**src/rtl/spi_pkg.sv**
```systemverilog
// Shared types and constants for the SPI master: FSM state encoding and
// the number of SCLK edges in one byte transfer.
package spi_pkg;

    typedef enum logic [1:0] {
        ST_IDLE  = 2'd0,
        ST_SETUP = 2'd1,
        ST_XFER  = 2'd2,
        ST_HOLD  = 2'd3
    } spi_state_t;

    localparam int SPI_EDGES = 16;
    localparam int EDGE_W    = $clog2(SPI_EDGES + 1);

    // Edges are numbered from 1; odd-numbered edges leave the idle level.
    function automatic logic edge_is_leading(input logic [EDGE_W-1:0] edge_num);
        return edge_num[0];
    endfunction

endpackage

```
**src/rtl/spi_clk_div.sv**
```systemverilog
// Half-period timer: counts enabled cycles 0..div and pulses tc on the last
// one, so each tc marks the end of a (div+1)-cycle half-period.
module spi_clk_div #(
    parameter int DIV_W = 8
) (
    input  logic             clk,
    input  logic             rst,
    input  logic             ena,
    input  logic             clr,
    input  logic [DIV_W-1:0] div,
    output logic             tc
);

    logic [DIV_W-1:0] cnt;

    // NOTE: state registers use non-blocking assignments so every flop
    // samples pre-edge values, independent of process ordering.
    always_ff @(posedge clk) begin
        if (!rst) begin
            cnt <= '0;
        end else if (ena) begin
            if (clr || cnt == div) begin
                cnt <= '0;
            end else begin
                cnt <= cnt + 1'b1;
            end
        end
    end

    assign tc = ena && !clr && (cnt == div);

endmodule

```
**src/rtl/spi_master.sv**
```systemverilog
// Single-byte SPI master, all four CPOL/CPHA modes, MSB first, with a
// programmable SCLK half-period of div+1 enabled clk cycles.
module spi_master
    import spi_pkg::*;
#(
    parameter int DIV_W = 8
) (
    input  logic             clk,
    input  logic             rst,
    input  logic             ena,
    input  logic             spi_clk_polarity,
    input  logic             spi_clk_phase,
    input  logic [DIV_W-1:0] div,
    input  logic             start,
    input  logic [7:0]       bus_in,
    output logic [7:0]       bus_out,
    output logic             busy,
    output logic             done,
    output logic             spi_clk,
    output logic             spi_ss,
    output logic             spi_out,
    input  logic             spi_in
);

    spi_state_t        state;
    spi_state_t        state_n;
    logic              cpha_q;
    logic [DIV_W-1:0]  div_q;
    logic [7:0]        tx_sh;
    logic [7:0]        rx_sh;
    logic [EDGE_W-1:0] edge_cnt;
    logic [EDGE_W-1:0] edge_num;
    logic              tc;
    logic              accept;
    logic              leading;
    logic              last_edge;
    logic              sample_now;
    logic              shift_now;

    // The timer is held cleared in IDLE so SETUP always starts a fresh half-period.
    spi_clk_div #(.DIV_W(DIV_W)) u_clk_div (
        .clk (clk),
        .rst (rst),
        .ena (ena),
        .clr (state == ST_IDLE),
        .div (div_q),
        .tc  (tc)
    );

    // A start coinciding with done is dropped, guaranteeing an idle gap.
    assign accept     = (state == ST_IDLE) && start && !done;
    assign edge_num   = edge_cnt + 1'b1;
    assign leading    = edge_is_leading(edge_num);
    assign last_edge  = (edge_num == EDGE_W'(SPI_EDGES));
    assign sample_now = cpha_q ? !leading : leading;
    assign shift_now  = cpha_q ? leading : (!leading && !last_edge);

    // NOTE: every combinational output gets a default before the case so
    // no path leaves it unassigned, which would infer a latch.
    always_comb begin
        state_n = state;
        unique case (state)
            ST_IDLE:  if (accept) state_n = ST_SETUP;
            ST_SETUP: if (tc) state_n = ST_XFER;
            ST_XFER:  if (tc && last_edge) state_n = ST_HOLD;
            ST_HOLD:  if (tc) state_n = ST_IDLE;
            default:  state_n = ST_IDLE;
        endcase
    end

    always_ff @(posedge clk) begin
        if (!rst) begin
            state    <= ST_IDLE;
            cpha_q   <= 1'b0;
            div_q    <= '0;
            tx_sh    <= '0;
            rx_sh    <= '0;
            edge_cnt <= '0;
            bus_out  <= '0;
            busy     <= 1'b0;
            done     <= 1'b0;
            spi_clk  <= spi_clk_polarity;
            spi_ss   <= 1'b1;
            spi_out  <= 1'b0;
        end else if (ena) begin
            state <= state_n;
            done  <= 1'b0;
            unique case (state)
                ST_IDLE: begin
                    spi_clk  <= spi_clk_polarity;
                    edge_cnt <= '0;
                    if (accept) begin
                        cpha_q  <= spi_clk_phase;
                        div_q   <= div;
                        tx_sh   <= bus_in;
                        rx_sh   <= '0;
                        busy    <= 1'b1;
                        spi_ss  <= 1'b0;
                        spi_out <= bus_in[7];
                    end
                end
                ST_SETUP: begin
                end
                ST_XFER: begin
                    if (tc) begin
                        spi_clk  <= ~spi_clk;
                        edge_cnt <= edge_num;
                        if (sample_now) begin
                            rx_sh <= {rx_sh[6:0], spi_in};
                        end
                        // CPHA=1 re-presents the current MSB on its leading edge;
                        // CPHA=0 already showed it in SETUP and advances instead.
                        if (shift_now) begin
                            spi_out <= cpha_q ? tx_sh[7] : tx_sh[6];
                            tx_sh   <= {tx_sh[6:0], 1'b0};
                        end
                    end
                end
                ST_HOLD: begin
                    if (tc) begin
                        spi_ss  <= 1'b1;
                        spi_out <= 1'b0;
                        spi_clk <= spi_clk_polarity;
                        busy    <= 1'b0;
                        done    <= 1'b1;
                        bus_out <= rx_sh;
                    end
                end
                default: begin
                end
            endcase
        end
    end

endmodule

```
**config.mk**
```make
export PLATFORM = sky130hd
export DESIGN_NAME = spi_master
export DESIGN_NICKNAME = d
export VERILOG_FILES = /design/src/rtl/spi_pkg.sv /design/src/rtl/spi_clk_div.sv /design/src/rtl/spi_master.sv
export SDC_FILE = /design/constraint.sdc
export NUM_CORES = 1
export LEC_CHECK = 0
export CAP_MARGIN = 15
export CORE_ASPECT_RATIO = 0.5
export CORE_MARGIN = 5
export CORE_UTILIZATION = 35
export CTS_CLUSTER_DIAMETER = 150
export CTS_CLUSTER_SIZE = 25
export DETAILED_ROUTE_END_ITERATION = 12
export MAX_ROUTING_LAYER = met4
export PLACE_DENSITY_LB_ADDON = 0.25
export SKIP_CTS_REPAIR_TIMING = 1
export SLEW_MARGIN = 20
export SYNTH_ARGS = -nofsm -noshare
export SYNTH_HDL_FRONTEND = slang
export SYNTH_SLANG_ARGS = --single-unit
```
**constraint.sdc**
```tcl
create_clock -name clk -period 5.2 [get_ports clk]
set_input_delay 0.78 -clock clk [delete_from_list [all_inputs] [get_ports clk]]
set_output_delay 0.78 -clock clk [all_outputs]
set_load 0.03 [all_outputs]
```
==> qor.yml <==
logic_synthesis:
  syn_nets: 311
  synth_ff_type: "dfxtp_1"
  synthCells: 282
  synth.avg_cell_area_um2: 8.83
  yosys_warnings: 0
  synth-edff-count: 1
  ys_seq_area_frac: 0.430
  ys_ff_latch: 53
  async_flop_share: 0
  netlist_area_um2: 2490
  synth_cell_types: 47
global_route:
  grt_pass1_vias: 2003
  grt_max_degree: 46
  grt_pass1_wl_mm: 9.58
  grt_usage: 0.134
  grt_overflow_total: 0
  antenna_found_initial: 0
outcome:
  outcome: "complete, no violations"
routing:
  first_iter_violations: 125
  drtPass1Iterations: 4
  totalWireLength_mm: 5.62
  post_drt_wl_per_cell_um: 13.9
  ant_nets: 0
  num_vias: 2065
  remaining_drc_errors: 0
  viasPerCell: 5.11
worst_setup_path:
  worst-r2r-setup-slack_ns: 2.41
  worstPathArrival_ns: 2.96
  cpPeakStageDelay_ns: 0.60
  cp_slowest_cell: "nand3_1"
  critPathLaunchType: "flop"
  crit_path_end_kind: "flop"
  criticalPathCategory: "flop to flop"
  critPathBufInv: 2
  cp.required_ns: 5.37
  cpLargestDelayFamily: "simple AND/OR/NAND/NOR gates"
  critPathMaxFanout: 16
  path_cells: "inv_1 -> ha_1 -> inv_1 -> nand3_1 -> nor3_4 -> nand3_1 -> mux2i_1 -> nor2_1"
clocking:
  root_buffer: "clkbuf_16"
  cts_inserted_buffers: 5
  cts_tree: "built"
  clkSlewWorstSetupHoldPaths_ns: 0.07
  clock_path_buffers: 2
  clock-sinks: 53
  clkLatencyLatePin_ns: 0.29
  htree_levels: 2
placed_design:
  pre_cts_ws_ns: 2.21
  dp.cells: 396
  globalplace.congestion: 0.839
  dpl.hpwl_mm: 3.99
  io_buffers: 35
sta:
  period_needed_ns: 2.79
  fmax_mhz: 359
  fin_ws_ns: 2.41
  finalSetupTns_ns: 0
  tightestPinTransition_ns: 0.731
  maxSlewHeadroom: 0.513
  slew_violations: 0
  skew_ns: 0.00670
  rsz0062_at_grt: "false"
  post-route-period-util: 0.536
  setup_viol: 0
  finalHoldViolCount: 0
hold_path:
  min_path_type: "flop to flop"
floorplan:
  start_util: 0.366
  fp-row-count: 21
  coreArea_um2: 6810
  ios: 36
  die_h_um: 69.6
  die_area_um2: 9000
  fp.dieW_um: 129
run:
  maxCapViolations: 0
layout:
  drive_gt1_frac: 0.0545
  layout.cells.non_filler: 404
  flow.area_growth_from_synthesis_pct: 23.7
  n_antenna_cell: 0
  num-nets-final: 340
pwr:
  vdd_ir_drop_max_mv: 0.155
  combPwrFrac: 0.159
  internal-power_mw: 0.719
  seq_power_share: 0.444
  p_leak_nw: 1.16
  p_sw_mw: 0.261
  switching_share: 0.267
  powerDensity_nw_per_um2: 318
  p_clk_frac: 0.397
power groups by stage:
stage          combinational (mW)  clock (mW)  sequential [mW]
2_1_floorplan              0.0999           0            0.450
3_3_place_gp                0.154           0            0.444
3_5_place_dp                0.155           0            0.445
4_1_cts                     0.156       0.397            0.435
5_1_grt                     0.173       0.412            0.437
6_report                    0.156       0.389            0.435
cell usage in the layout (no fill, tap or decap), types with 2 or more instances in the layout:
cell,instances
mux2i_1,12
and2_1,2
nor2_1,18
nand4b_1,2
mux2_2,2
clkbuf_16,5
a32oi_1,6
xnor2_1,10
o22ai_1,7
o21ai_0,5
nand2_1,47
nor3_1,3
a21oi_1,12
nand3_1,9
dfxtp_1,52
nand4_1,5
a22o_1,2
a21boi_0,3
inv_1,5
o211a_1,2
o21ai_1,2
nand2b_1,4
nor2b_1,18
ha_1,6
a22oi_1,9
clkdlybuf4s50_1,35
xor2_1,4
o2111ai_1,2
cells in the mapped netlist (5+ instances only):
cell type,n,share of area
a21oi_1,12,0.024
a22oi_1,9,0.027
a32oi_1,6,0.021
buf_2,5,0.010
clkbuf_1,9,0.014
dfxtp_1,52,0.42
ha_1,6,0.030
inv_1,5,0.0075
mux2i_1,12,0.048
nand2_1,47,0.071
nand3_1,9,0.018
nand4_1,5,0.013
nor2_1,18,0.027
nor2b_1,18,0.045
o21ai_0,5,0.010
o22ai_1,7,0.018
xnor2_1,10,0.035
layout make-up:
type	instances	area, um2
Fill cell	652	3730
Clock buffer	5	125
Multi-Input combinational cell	209	1340
Inverter	6	22.5
Timing Repair Buffer	36	358
Sequential cell	53	1070
Tap cell	92	115
Clock inverter	3	50.0
sequential cells by signal, indices dropped and copies added, names as in the netlist:
| name | count |
|---|---|
| bus_out | 8 |
| busy | 1 |
| cpha_q | 1 |
| div_q | 8 |
| done | 1 |
| edge_cnt | 5 |
| rx_sh | 8 |
| spi_clk | 1 |
| spi_out | 1 |
| spi_ss | 1 |
| state | 2 |
| tx_sh | 8 |
| u_clk_div.cnt | 8 |
through the flow:
stage | utilization | cell area (um2) | hold slack (ns) | power, mW
finish | 0.452 | 3080 | 0.464 | 0.980
global placement | 0.427 | 2900 | 0.445 | 0.597
detailed placement | 0.427 | 2900 | 0.458 | 0.600
floorplan | - | 2490 | 0.445 | 0.550
CTS | 0.452 | 3080 | 0.468 | 0.989
global route | 0.452 | 3080 | 0.490 | 1.02
path summary, 6_finish.rpt:
kind            start    endpoint  cells after the start
max          state[0]  bus_out[3]                      8
min           spi_out     spi_out                      2
max reg2reg  state[0]  bus_out[3]                      8
min reg2reg   spi_out     spi_out                      2
logic make-up (layout without fill, tap and decap cells):
| kind of cell | Yosys count | after routing | synth area share |
|---|---|---|---|
| compound gates | 58 | 58 | 0.168 |
| mux | 14 | 14 | 0.0573 |
| simple gates | 117 | 117 | 0.232 |
| flops | 53 | 53 | 0.430 |
| fa+ha+maj | 6 | 6 | 0.0301 |
| xor+xnor | 14 | 14 | 0.0492 |
| buf+inv | 20 | 50 | 0.0327 |
routing by layer:
layer | part of all wire | up-vias | GRT usage | routed length, um
met5 | 0 | - | - | 0
met2 | 0.43 | 46 | 0.201 | 2440
li1 | - | 1049 | - | -
met1 | 0.52 | 962 | 0.180 | 2920
met4 | 0.014 | 0 | 0.0396 | 76
met3 | 0.034 | 8 | 0.0308 | 192
worst reg2reg max path, stage by stage (launching register included):
cell and delay, ns:
dfxtp_1 0.38, inv_1 0.08, ha_1 0.34, inv_1 0.19, nand3_1 0.19, nor3_4 0.51, nand3_1 0.60, mux2i_1 0.32
nor2_1 0.05
Power figures use the tool's default switching activity.
